===== src/rtl/multu_hilo.sv =====
// Sequential 32x32 unsigned multiplier with HI/LO result registers.
// Shift-add datapath retiring one multiplier bit per clock.
module multu_hilo #(
    parameter int          WIDTH = 32,
    parameter logic [5:0]  MULTU = 6'b011001,
    parameter logic [5:0]  MFHI  = 6'b010000,
    parameter logic [5:0]  MFLO  = 6'b010010
) (
    input  logic             clk,
    input  logic             reset,
    input  logic             start,
    input  logic [WIDTH-1:0] dataA,
    input  logic [WIDTH-1:0] dataB,
    input  logic [5:0]       Signal,
    output logic             busy,
    output logic             done,
    output logic [WIDTH-1:0] hi,
    output logic [WIDTH-1:0] lo,
    output logic [WIDTH-1:0] dataOut
);

    localparam int CW = $clog2(WIDTH);
    localparam logic [CW-1:0] LAST = CW'(WIDTH - 1);

    typedef enum logic [1:0] {
        IDLE = 2'd0,
        RUN  = 2'd1,
        DONE = 2'd2
    } state_t;

    state_t             state;
    logic [CW-1:0]      cnt;
    logic [WIDTH-1:0]   mcand;
    logic [WIDTH-1:0]   mplier;
    logic [2*WIDTH-1:0] acc;

    logic               launch;
    logic [WIDTH:0]     sum;
    logic [2*WIDTH-1:0] acc_nx;

    // One shift-add step: conditional add into the upper half, then shift right.
    always_comb begin
        launch = start && (Signal == MULTU);
        sum    = {1'b0, acc[2*WIDTH-1:WIDTH]}
               + (mplier[0] ? {1'b0, mcand} : '0);
        acc_nx = {sum, acc[WIDTH-1:1]};
    end

    // Control FSM and datapath registers; busy/done are registered with the state.
    always_ff @(posedge clk) begin
        if (!reset) begin
            state  <= IDLE;
            busy   <= 1'b0;
            done   <= 1'b0;
            hi     <= '0;
            lo     <= '0;
            cnt    <= '0;
            mcand  <= '0;
            mplier <= '0;
            acc    <= '0;
        end else begin
            unique case (state)
                IDLE, DONE: begin
                    done <= 1'b0;
                    if (launch) begin
                        mcand  <= dataA;
                        mplier <= dataB;
                        acc    <= '0;
                        cnt    <= '0;
                        busy   <= 1'b1;
                        state  <= RUN;
                    end else begin
                        busy  <= 1'b0;
                        state <= IDLE;
                    end
                end
                RUN: begin
                    acc    <= acc_nx;
                    mplier <= mplier >> 1;
                    cnt    <= cnt + 1'b1;
                    if (cnt == LAST) begin
                        hi    <= acc_nx[2*WIDTH-1:WIDTH];
                        lo    <= acc_nx[WIDTH-1:0];
                        busy  <= 1'b0;
                        done  <= 1'b1;
                        state <= DONE;
                    end
                end
                default: begin
                    busy  <= 1'b0;
                    done  <= 1'b0;
                    state <= IDLE;
                end
            endcase
        end
    end

    // Read port for MFHI/MFLO, valid in every state.
    always_comb begin
        dataOut = '0;
        unique case (1'b1)
            (Signal == MFHI): dataOut = hi;
            (Signal == MFLO): dataOut = lo;
            default:          dataOut = '0;
        endcase
    end

endmodule


===== config.mk =====
export PLATFORM = sky130hd
export DESIGN_NAME = multu_hilo
export DESIGN_NICKNAME = d
export VERILOG_FILES = /design/src/rtl/multu_hilo.sv
export SDC_FILE = /design/constraint.sdc
export NUM_CORES = 1
export LEC_CHECK = 0
export CORE_ASPECT_RATIO = 2
export CORE_MARGIN = 4
export CORE_UTILIZATION = 39
export DETAILED_ROUTE_END_ITERATION = 7
export SLEW_MARGIN = 20
export SYNTH_ARGS = -nofsm -noshare
export SYNTH_HDL_FRONTEND = slang
export SYNTH_SLANG_ARGS = --single-unit

===== constraint.sdc =====
create_clock -name clk -period 5.9 [get_ports clk]
set_input_delay 1.18 -clock clk [delete_from_list [all_inputs] [get_ports clk]]
set_output_delay 1.18 -clock clk [all_outputs]
set_load 0.05 [all_outputs]

==> Yosys cells after proc, flatten, opt, wreduce, memory -nomap -nowiden <==
Index checks and enable logic that the tools add are counted.
{ "word_totals": {"ff_bits": 201, "n_memories": 0, "romBits": 0, "ram_bits": 0, "word_cells": 41, "out_inout_bits": 98, "input_bits": 73, "latch_bits": 0} }
{ "op_classes": {"reduce_logical": 8, "order_cmp": 0, "mul": 0, "mux": 14, "bitwise_logic": 0, "div_mod_pow": 0, "eq_ne": 8, "shifts": 0, "add_sub_neg": 2} }
{ "ops": {"columns": ["cell", "n"], "rows": [
  ["$pmux W32 S2", 2],
  ["$pmux W64 S2", 1],
  ["$mux W32", 2],
  ["$mux W64", 1],
  ["$add A32 B32 Y33", 1],
  ["$eq A6 B5 Y1 const B", 3],
  ["$pmux W5 S2", 1],
  ["$reduce_and A2 Y1", 4],
  ["$add A5 B1 Y5 const B", 1],
  ["$eq A5 B5 Y1 const B", 1],
  ["$mux W5", 1],
  ["$ne A2 B2 Y1 const B", 2],
  ["$pmux W2 S2", 1],
  ["$mux W1", 3],
  ["$eq A2 B1 Y1 const B", 1],
  ["$eq A2 B2 Y1 const B", 1],
  ["$logic_not A2 Y1", 1],
  ["$mux W2", 1],
  ["$pmux W1 S2", 1],
  ["$reduce_bool A2 Y1", 1],
  ["$reduce_or A2 Y1", 1],
  ["$logic_and A1 B1 Y1", 1]
]} }

==> Logic depth before layout (Yosys ltp) <==
Gate-level depths: netlist of run 1.
{ "logic_depth": {"ltp_word": 4, "depth_mapped": 11, "ltp_nobuf": 11} }

==> Least setup slack after synthesis of run 1 <==
No wires, ideal clock.
{ "synth_path": {"kind": "input -> output", "startpoint": "input Signal[2]", "endpoint": "output dataOut[0]", "path_slack_ns": 2.086, "t_required_ns": 4.720, "t_arrival_ns": 2.634, "path_buffers": 2, "stages": 6, "path_cell_list": "nor2_1 nand2_1 or3_1 clkbuf_1 clkbuf_1 nor2_1"} }
{ "synth_via": {"elab_chain_cells": 2, "word_cells_on_any_way": 3, "cone_classes": "eq/ne: 2; mux: 1"} }
{ "synth_rtl": {"columns": ["element", "line", "source"], "rows": [
  ["from (decl)", "14", "input logic [5:0] Signal,"],
  ["$eq A6 B5 Y1, on equally long branches", "103, 102", null],
  ["$pmux W32 S2 *", "101", "unique case (1'b1)"],
  ["to (decl)", "19", "output logic [WIDTH-1:0] dataOut"]
]} }
Every way passes the cells marked *; elsewhere a longest branch is shown, timed or not.

==> Worst setup path after layout of run 1 <==
{ "layout_path": {"startpoint": "input Signal[2]", "endpoint": "output dataOut[4]"} }
The elaborated chain is that of the path after synthesis.

==> results of run 1 <==
[cell usage after synthesis (all sizes together), types with 2 or more instances]
master	count	share of area, %
nand2	234	9.2
dfxtp	199	42
a22o	77	7.1
nor2	59	2.3
clkbuf	58	2.3
a21boi	56	4.4
o21ai	49	2.7
nand3	42	2.3
and2	40	2.6
a21oi	39	2.2
ha	34	4.5
mux2i	34	3.6
o211a	32	3.4
buf	20	1.1
xnor2	15	1.4
xor2	14	1.3
a21o	9	0.71
inv	9	0.35
nand4	8	0.59
nand2b	7	0.46
nor3	7	0.37
a31oi	5	0.33
o211ai	5	0.45
a211oi	4	0.50
o21bai	4	0.31
o31ai	4	0.37
and3	3	0.25
nor4	3	0.35
o21a	3	0.24
nand4b	2	0.18
nor2b	2	0.13
o21ba	2	0.21
o221ai	2	0.18
o22ai	2	0.13
or3	2	0.13
[where the power goes]
group	internal (mW)	leakage, nW	switching (mW)
Clock	0.555	0.262	0.533
Sequential	1.35	1.60	0.00257
Combinational	0.0586	2.90	0.0440
Total	1.96	4.76	0.579
[cell type report]
cell class                 count  area (µm²)  share of cell area [%]
sequential                   199        3980                    33.4
clock buffer                  19         443                    3.72
tap                          287         359                    3.02
timing repair buffer         180        1780                    14.9
multi-input combinational    814        5210                    43.8
clock inverter                12        97.6                   0.819
inverter                       9        33.8                   0.284
[tightest hold or removal path, cell delays in order, from the launching register on]
cell,delay [ps]
dfxtp_1,320
nand2_1,50
o21ai_1,50
[state kept, by name, summed over array words and instances, names as in the netlist]
signal  flops
mcand      32
done        1
mplier     32
lo         32
hi         32
state       2
acc        63
cnt         5
[cell families (layout without fill, tap and decap cells)]
logic type | Yosys count | count (layout) | synth area share [%]
adder cells (fa/ha/maj) | 35 | 35 | 4.67
multiplexers | 34 | 34 | 3.57
buffers and inverters | 87 | 220 | 3.70
AO/OA/AOI/OAI | 303 | 303 | 24.4
XOR/XNOR | 29 | 29 | 2.66
AND/OR/NAND/NOR | 413 | 413 | 19.2
flip-flops | 199 | 199 | 41.8
[worst max path at each step]
stage,to,depth (start not counted),from
2_1_floorplan,dataOut[0],6,Signal[2]
3_3_place_gp,dataOut[21],6,Signal[2]
3_5_place_dp,dataOut[4],6,Signal[2]
4_1_cts,dataOut[4],6,Signal[2]
5_1_grt,dataOut[30],6,Signal[2]
6_report,dataOut[4],6,Signal[2]
[per-stage QoR]
step / hold WS, ps / cells / cell area, µm² / power, mW / util, %
6_report: 456 / 1520 / 11900 / 2.54 / 49.6
5_1_grt: 482 / 1520 / 11900 / 2.63 / 49.6
4_1_cts: 461 / 1520 / 11900 / 2.58 / 49.6
3_5_place_dp: 450 / 1489 / 11400 / 1.48 / 47.3
3_3_place_gp: 442 / 1489 / 11400 / 1.48 / 47.3
2_1_floorplan: 424 / 1100 / 9540 / 1.42 / -
[per-layer routing]
layer / vias to the layer above / GRT usage (%) / share of wire (%)
met1: 3757 / 21.5 / 41
li1: 4104 / - / -
met5: - / 0 / 0
met2: 186 / 35.9 / 53
met4: 0 / 7.15 / 2.3
met3: 25 / 3.70 / 4.3
==> impl_results.md, run 1 <==
* Status: completed
* Most frequent cells in the layout: nand2_1 (233), dfxtp_1 (199), clkdlybuf4s50_1 (168)
* Worst-Skew Late Latency at 450 ps
* Die Width at roughly 120 µm
* Crit-path cells: clkdlybuf4s50_1 -> nor2_1 -> nand2_1 -> or3_2 -> nor2_1 -> clkdlybuf4s50_1
* Die Height at 229 µm
* Max-slew headroom at a little under a third
* Max_cap viols at 0
* Unrepaired setup endpoints after global routing: no
* DRC Markers at 0
* Tmin final at ~4700 ps
* Max stage delay on crit path at a little over 800 ps
* Initial antenna violation count at 0
* Crit path arrival time at 3540 ps
* Setup bufs post-CTS at 0
* Register area share after synthesis at between 40% and 50%
* Number of flops mapped to enable cells by yosys at 0
* Antenna viol nets, final at 0
* Hold path endpoint: acc[57]
* Post_cts resized at 0
* Synth warn at 0
* Detailed Route Iter0 Violations at 336
* Htree depth at 4
* Root Driver: clkbuf_16
* Buffers & Inverters on Critical Path at 2
* CP max stage cell: clkdlybuf4s50_1
* Num CTS Buffers at 17
* All-Layer GR Usage at between 10% and 20%
* IO Pins at between 150 and 200
* CORE AREA at between 0.02 and 0.025 mm²
* # diodes at 0
* Cell Area, Synth at 0.00954 mm²
* LEAKAGE at roughly 4.8 nW
* Final setup skew at roughly 9.6 ps
* Initial Util at between 30% and 40%
* Synth cell types at 67
* Clk slew on worst S/H paths at 70 ps
* Final net count at around 1300
* Synth Flop Type: dfxtp_1
* Maximum vdd drop at just under 0.2 mV
* Hold Buf Count CTS at 0
* Worst setup path class: in2out
* CP max FO at 32
* Synth async-reset ratio at 0%
* Fill cells at roughly 2300
* Gr ovfl total at 0
* First-pass GRT wire length at 42400 µm
* Clock sink count at around 200
* R2r startpoint: mplier[0]
* Hold Vio Cnt, Final at 0
* Share of post-route cells with drive strength above 1 at ~5.5%
* Largest net degree at the start of global routing at 70
* Worst Setup End Kind: primary output
* CTS max path bufs at 2
* Pwr per Cell Area at ~210 mW/mm²
* Maximum clock frequency at 212 MHz
* Worst Hold Launch: acc[57]
* RePlAce Congestion at just under 0.9
* Total wire length at ~26000 µm
* Worst Tran Pin Value at 1020 ps
* Seq cells post-synth at about 200
* Flop-to-flop setup slack at 2360 ps
* Syn-to-layout area delta at 24.9%
* CP top delay family: buffers and inverters
* Hpwl dp at between 15000 and 20000 µm
* CP Launch Type: input pin
* Final Max Slew Viols at 0
* Setup TNS after final layout at 0 ps
* IO buf count at between 150 and 200
* Number of global-route vias before repair at 8133
* TritonCTS clock tree: done
* Dpl ws at just over 1000 ps
* Most common cell after layout, fill and taps aside: nand2_1
* R2r endpoint: acc[53]
* Num rows at 80
* Worst r2r path cells at 11
* Die Area at approximately 0.027 mm²
* Mapped Cells at 1100
* Fin crit share at about 80%
* First-pass DRT Iterations at 4
* Post-route setup slack at about 1200 ps
* Hold Crit Depth at 2
* CP required at 4720 ps
* Via count at just over 8000
* Syn_area_per_cell at around 8.7 µm²
* Final setup vio count at 0
* Drt wl/cell at 17.3 µm
* Synth Net Count at around 1200
* DR vias/cell at approximately 5.3
* Hold Crit Class: reg2reg
No activity file was read; power rests on OpenSTA's default activity.
==> run 2: changes to the inputs <==
- clock period: 5.9 -> 3.9 ns (I/O delays scaled with it)
==> impl_results.md, run 2 (synthesis gave the netlist of run 1 again) <==
* CP Launch Type: input pin
* Initial Util at 39.7%
* Worst r2r path cells at 10
* Met3 layer wire length in the routed design at between 1000 and 1500 µm
* LEAKAGE at ~5.0 nW
* Tmin final at around 3100 ps
* Crit-path cells: clkdlybuf4s50_1 -> nor2_1 -> nand2_1 -> or3_1 -> buf_4 -> nor2_1 -> buf_12
* DRC Markers at 0
* Hold Buf Count CTS at 0
* Met2 Wirelength at around 14000 µm
* Pwr per Cell Area at around 320 mW/mm²
* First-pass DRT Iterations at 4
* Max_cap viols at 0
* Crit path arrival time at 2350 ps
* Worst Hold Launch: mcand[23]
* CP max stage cell: clkdlybuf4s50_1
* R2r startpoint: mplier[0]
* R2r endpoint: acc[52]
* Antenna viol nets, final at 0
* Hold Vio Cnt, Final at 0
* CP max FO at 32
* WHS at roughly 460 ps
* Metal-1 WL at roughly 11000 µm
* Most frequent cells in the layout: nand2_1 (233), dfxtp_1 (199), clkdlybuf4s50_1 (136)
* Clock sink count at 199
* Gr ovfl total at 0
* Final setup vio count at 0
* Top sig layer: met4
* Die Area at between 0.02 and 0.03 mm²
* CTS max path bufs at 2
* Num CTS Buffers at 17
* Htree depth at 4
* Worst setup path class: in2out
* Syn-to-layout area delta at 29.3%
* Maximum clock frequency at ~320 MHz
* Maximum vdd drop at ~0.27 mV
* Clk slew on worst S/H paths at about 70 ps
* Non-filler cells, final at roughly 1500
* Max-slew headroom at 37.9%
* TritonCTS clock tree: done
* Worst-Skew Late Latency at 450 ps
* Via count at about 8000
* Worst Setup End Kind: primary output
* Cell mode on critical path: nor2_1
* Setup TNS after final layout at 0 ps
* Largest net degree at the start of global routing at 69
* Post_cts resized at 0
* Number of global-route vias before repair at just over 8000
* Total wire length at roughly 27000 µm
* IO buf count at 170
* Final Max Slew Viols at 0
* CORE AREA at around 0.024 mm²
* Detailed Route Iter0 Violations at around 360
* Share of post-route cells with drive strength above 1 at 8.56%
* DR vias/cell at 5.36
* Drt wl/cell at approximately 17 µm
* Fin crit share at 80.3%
* CP required at around 3100 ps
* # diodes at 0
* Flop-to-flop setup slack at ~840 ps
* Most common cell after layout, fill and taps aside: nand2_1
* Final setup skew at about 11 ps
* Worst Tran Pin Value at a little over 900 ps
* All-Layer GR Usage at a little under 20%
* Worst Setup SP: Signal[2]
* IO Pins at around 170
* RePlAce Congestion at roughly 0.88
* Crit path capture: dataOut[3]
* Die Height at 229 µm
* Unrepaired setup endpoints after global routing: no
* DP Cell Count at between 1000 and 1500
* Status: completed
* Max stage delay on crit path at about 400 ps
* Num rows at 80
* First-pass GRT wire length at 42500 µm
* Top reg by flops: acc
* Die Width at about 120 µm
* Final net count at between 1000 and 1500
* Hpwl dp at 20000 µm
* Hold Crit Class: reg2reg
* Max reg flops at 63
* Initial antenna violation count at 0
* Setup bufs post-CTS at 0
* Final core occ at between 50% and 60%
* Root Driver: clkbuf_16
==> run 2: layout make-up <==
type / instances / area [µm²]
inverter: 9 / 33.8
clock inverter: 14 / 159
multi-input combinational: 814 / 5210
fill: 2330 / 11700
clock buffer: 17 / 425
timing repair buffer: 186 / 2160
sequential: 199 / 3980
tap: 287 / 359
==> run 2: per-layer routing <==
layer | GRT usage [%] | up-vias
li1 | - | 4140
met1 | 21.1 | 3802
met2 | 36.0 | 197
met3 | 4.32 | 36
met4 | 7.58 | 0
met5 | 0 | -
==> run 2: critical path, delay by kind of cell <==
family | cells | cell delay [ps]
AND/OR/NAND/NOR | 4 | 750
buffers and inverters | 3 | 820
==> run 2: through the flow <==
step | area, µm² | total power [mW] | worst slack (ps)
2_1_floorplan | 9540 | 2.15 | 886
3_3_place_gp | 11700 | 2.25 | 758
3_5_place_dp | 11700 | 2.25 | 761
4_1_cts | 12300 | 4.02 | 758
5_1_grt | 12300 | 4.09 | 562
6_report | 12300 | 3.95 | 767
==> run 2: how the worst min path moves through the flow <==
stage	endpoint	slack (ps)	depth (start not counted)
2_1_floorplan	cnt[3]	420	1
3_3_place_gp	acc[52]	440	2
3_5_place_dp	acc[62]	450	2
4_1_cts	mcand[23]	460	2
5_1_grt	mcand[30]	480	2
6_report	mcand[23]	460	2
==> run 2: where the power goes <==
part           leakage [nW]  switching (mW)  internal, mW  total (mW)
Combinational          3.09          0.0679        0.0906       0.158
Clock                 0.281           0.847         0.909        1.76
Sequential             1.60         0.00328          2.04        2.04
Total                  4.97           0.918          3.04        3.95
==> run 3: changes to the inputs <==
- clock period: 3.9 -> 2.68 ns (I/O delays scaled with it)
==> impl_results.md, run 3 (synthesis gave the netlist of run 1 again) <==
* Fin crit share at between 90% and 100%
* Syn-to-layout area delta at 40.7%
* Max reg flops at between 60 and 70
* Clock sink count at slightly below 200
* Maximum clock frequency at 376 MHz
* Post-route setup slack at ~23 ps
* Num CTS Buffers at 17
* IO buf count at 170
* Final net count at between 1000 and 1500
* DR vias/cell at roughly 5.3
* Initial Util at between 30% and 40%
* Die Area at around 0.027 mm²
* Worst-Skew Late Latency at ~460 ps
* Gr ovfl total at 0
* Total power at 5.77 mW
* DP Area at between 0.01 and 0.015 mm²
* Detailed Route Iter0 Violations at around 370
* Max_cap viols at 0
* First-pass GRT wire length at 44400 µm
* CP top delay family: compound AO/OA/AOI/OAI gates
* Num rows at 80
* Final core occ at between 50% and 60%
* Unrepaired setup endpoints after global routing: yes
* Maximum vdd drop at ~0.33 mV
* LEAKAGE at ~5.4 nW
* Design Area, Final at around 0.013 mm²
* Hold Buf Count CTS at 0
* Worst Tran Pin Value at between 600 and 700 ps
* First-pass DRT Iterations at 4
* Most common cell after layout, fill and taps aside: nand2_1
* Largest net degree at the start of global routing at 69
* Buffers & Inverters on Critical Path at 3
* Tmin final at roughly 2700 ps
* CP Launch Type: flip-flop
* # diodes at 0
* Hpwl dp at 20900 µm
* Dpl ws at -237 ps
* Via count at roughly 8500
* Share of post-route cells with drive strength above 1 at between 20% and 30%
* Die Width at roughly 120 µm
* Worst setup path class: reg2reg
* Most frequent cells in the layout: nand2_1 (230), dfxtp_1 (197), clkdlybuf4s50_1 (136)
* Number of global-route vias before repair at between 8000 and 9000
* Total wire length at approximately 28000 µm
* Crit path arrival time at 2970 ps
* IO Pins at between 150 and 200
* Final setup vio count at 0
* Final Max Slew Viols at 0
* Die Height at 229 µm
* Crit-path cells: and2_4 -> ha_4 -> inv_2 -> fa_2 -> and2b_2 -> o2111ai_4 -> a21oi_4 -> nor4_4 -> buf_4 -> o21ai_4 -> buf_12 -> xnor2_1 -> o21ai_0
* DRC Markers at 0
* All-Layer GR Usage at between 20 and 25%
* Hold Vio Cnt, Final at 0
* CP max stage cell: dfxtp_2
* CP max FO at 3
* Final setup skew at roughly 14 ps
* Root Driver: clkbuf_16
* Htree depth at 4
* Max stage delay on crit path at between 300 and 400 ps
* RePlAce Congestion at 0.897
* Clk slew on worst S/H paths at roughly 70 ps
* Initial antenna violation count at 0
* CORE AREA at approximately 0.024 mm²
* Worst Setup End Kind: flip-flop
* CTS max path bufs at 2
* Top reg by flops: acc
* Drt wl/cell at roughly 17 µm
* Status: completed
* TritonCTS clock tree: done
* CP required at approximately 3000 ps
* Pwr per Cell Area at ~430 mW/mm²
* Hold Crit Class: reg2reg
* Antenna viol nets, final at 0
* Max-slew headroom at 54.5%
[run 3: cell types whose count changed in the layout (fill, tap and decap cells not counted), moves of 4 or more]
cell and change:
a21oi_1 -15, a21oi_2 +15, inv_8 -4, buf_4 +81
nor2_2 +34, ha_4 +5, o21ai_0 -7, ha_1 -8
nor2_1 -34
[run 3: path summary, 6_finish.rpt]
check                               start        end  cells past startpoint  slack [ps]
worst min-delay path            mcand[30]  mcand[30]                      2         460
worst min register to register  mcand[30]  mcand[30]                      2         460
worst max register to register  mplier[0]    acc[55]                     13          20
worst max-delay path            mplier[0]    acc[55]                     13          20
[run 3: per-stage QoR]
| step | std cells | hold WS, ps | setup TNS (ps) |
|---|---|---|---|
| 2_1_floorplan | 1100 | 424 | 0 |
| 3_3_place_gp | 1579 | 444 | -464 |
| 3_5_place_dp | 1579 | 454 | -984 |
| 4_1_cts | 1609 | 463 | 0 |
| 5_1_grt | 1613 | 478 | -476 |
| 6_report | 1613 | 459 | 0 |
[run 3: worst reg2reg max path, stage by stage, from the launching register on]
cell       delay [ps]
dfxtp_2           340
and2_4            150
ha_4              130
inv_2              40
fa_2              340
and2b_2           270
o2111ai_4         150
a21oi_4           290
nor4_4             80
buf_4             170
o21ai_4           230
buf_12            140
xnor2_1           100
o21ai_0            90
[run 3: routing by layer]
metal,track usage (%),vias to the layer above,share of wire (%)
met3,3.65,58,3.0
met2,37.5,185,53
li1,-,4292,-
met4,8.12,0,3.5
met1,22.4,3969,41
met5,0,-,0
[run 3: cell type report]
| cell class | instances | area [µm²] |
|---|---|---|
| Clock buffer | 21 | 460 |
| Clock inverter | 9 | 118 |
| Fill cell | 2208 | 10600 |
| Inverter | 9 | 33.8 |
| Multi-Input combinational cell | 814 | 5590 |
| Sequential cell | 199 | 3990 |
| Tap cell | 287 | 359 |
| Timing Repair Buffer | 274 | 2870 |
[run 3: where the power goes]
group / internal (mW) / switching (mW) / total, mW
sequential: 2.96 / 0.00433 / 2.97
clock: 1.42 / 1.14 / 2.56
combinational: 0.137 / 0.101 / 0.238
[run 3: what timing repair did]
item | 4_1_cts | 5_1_grt
setup buffers | 0 | 4
endpoints found under the setup margin | 12 | 61
pin swaps | 5 | 19
resized for setup | 20 | 88
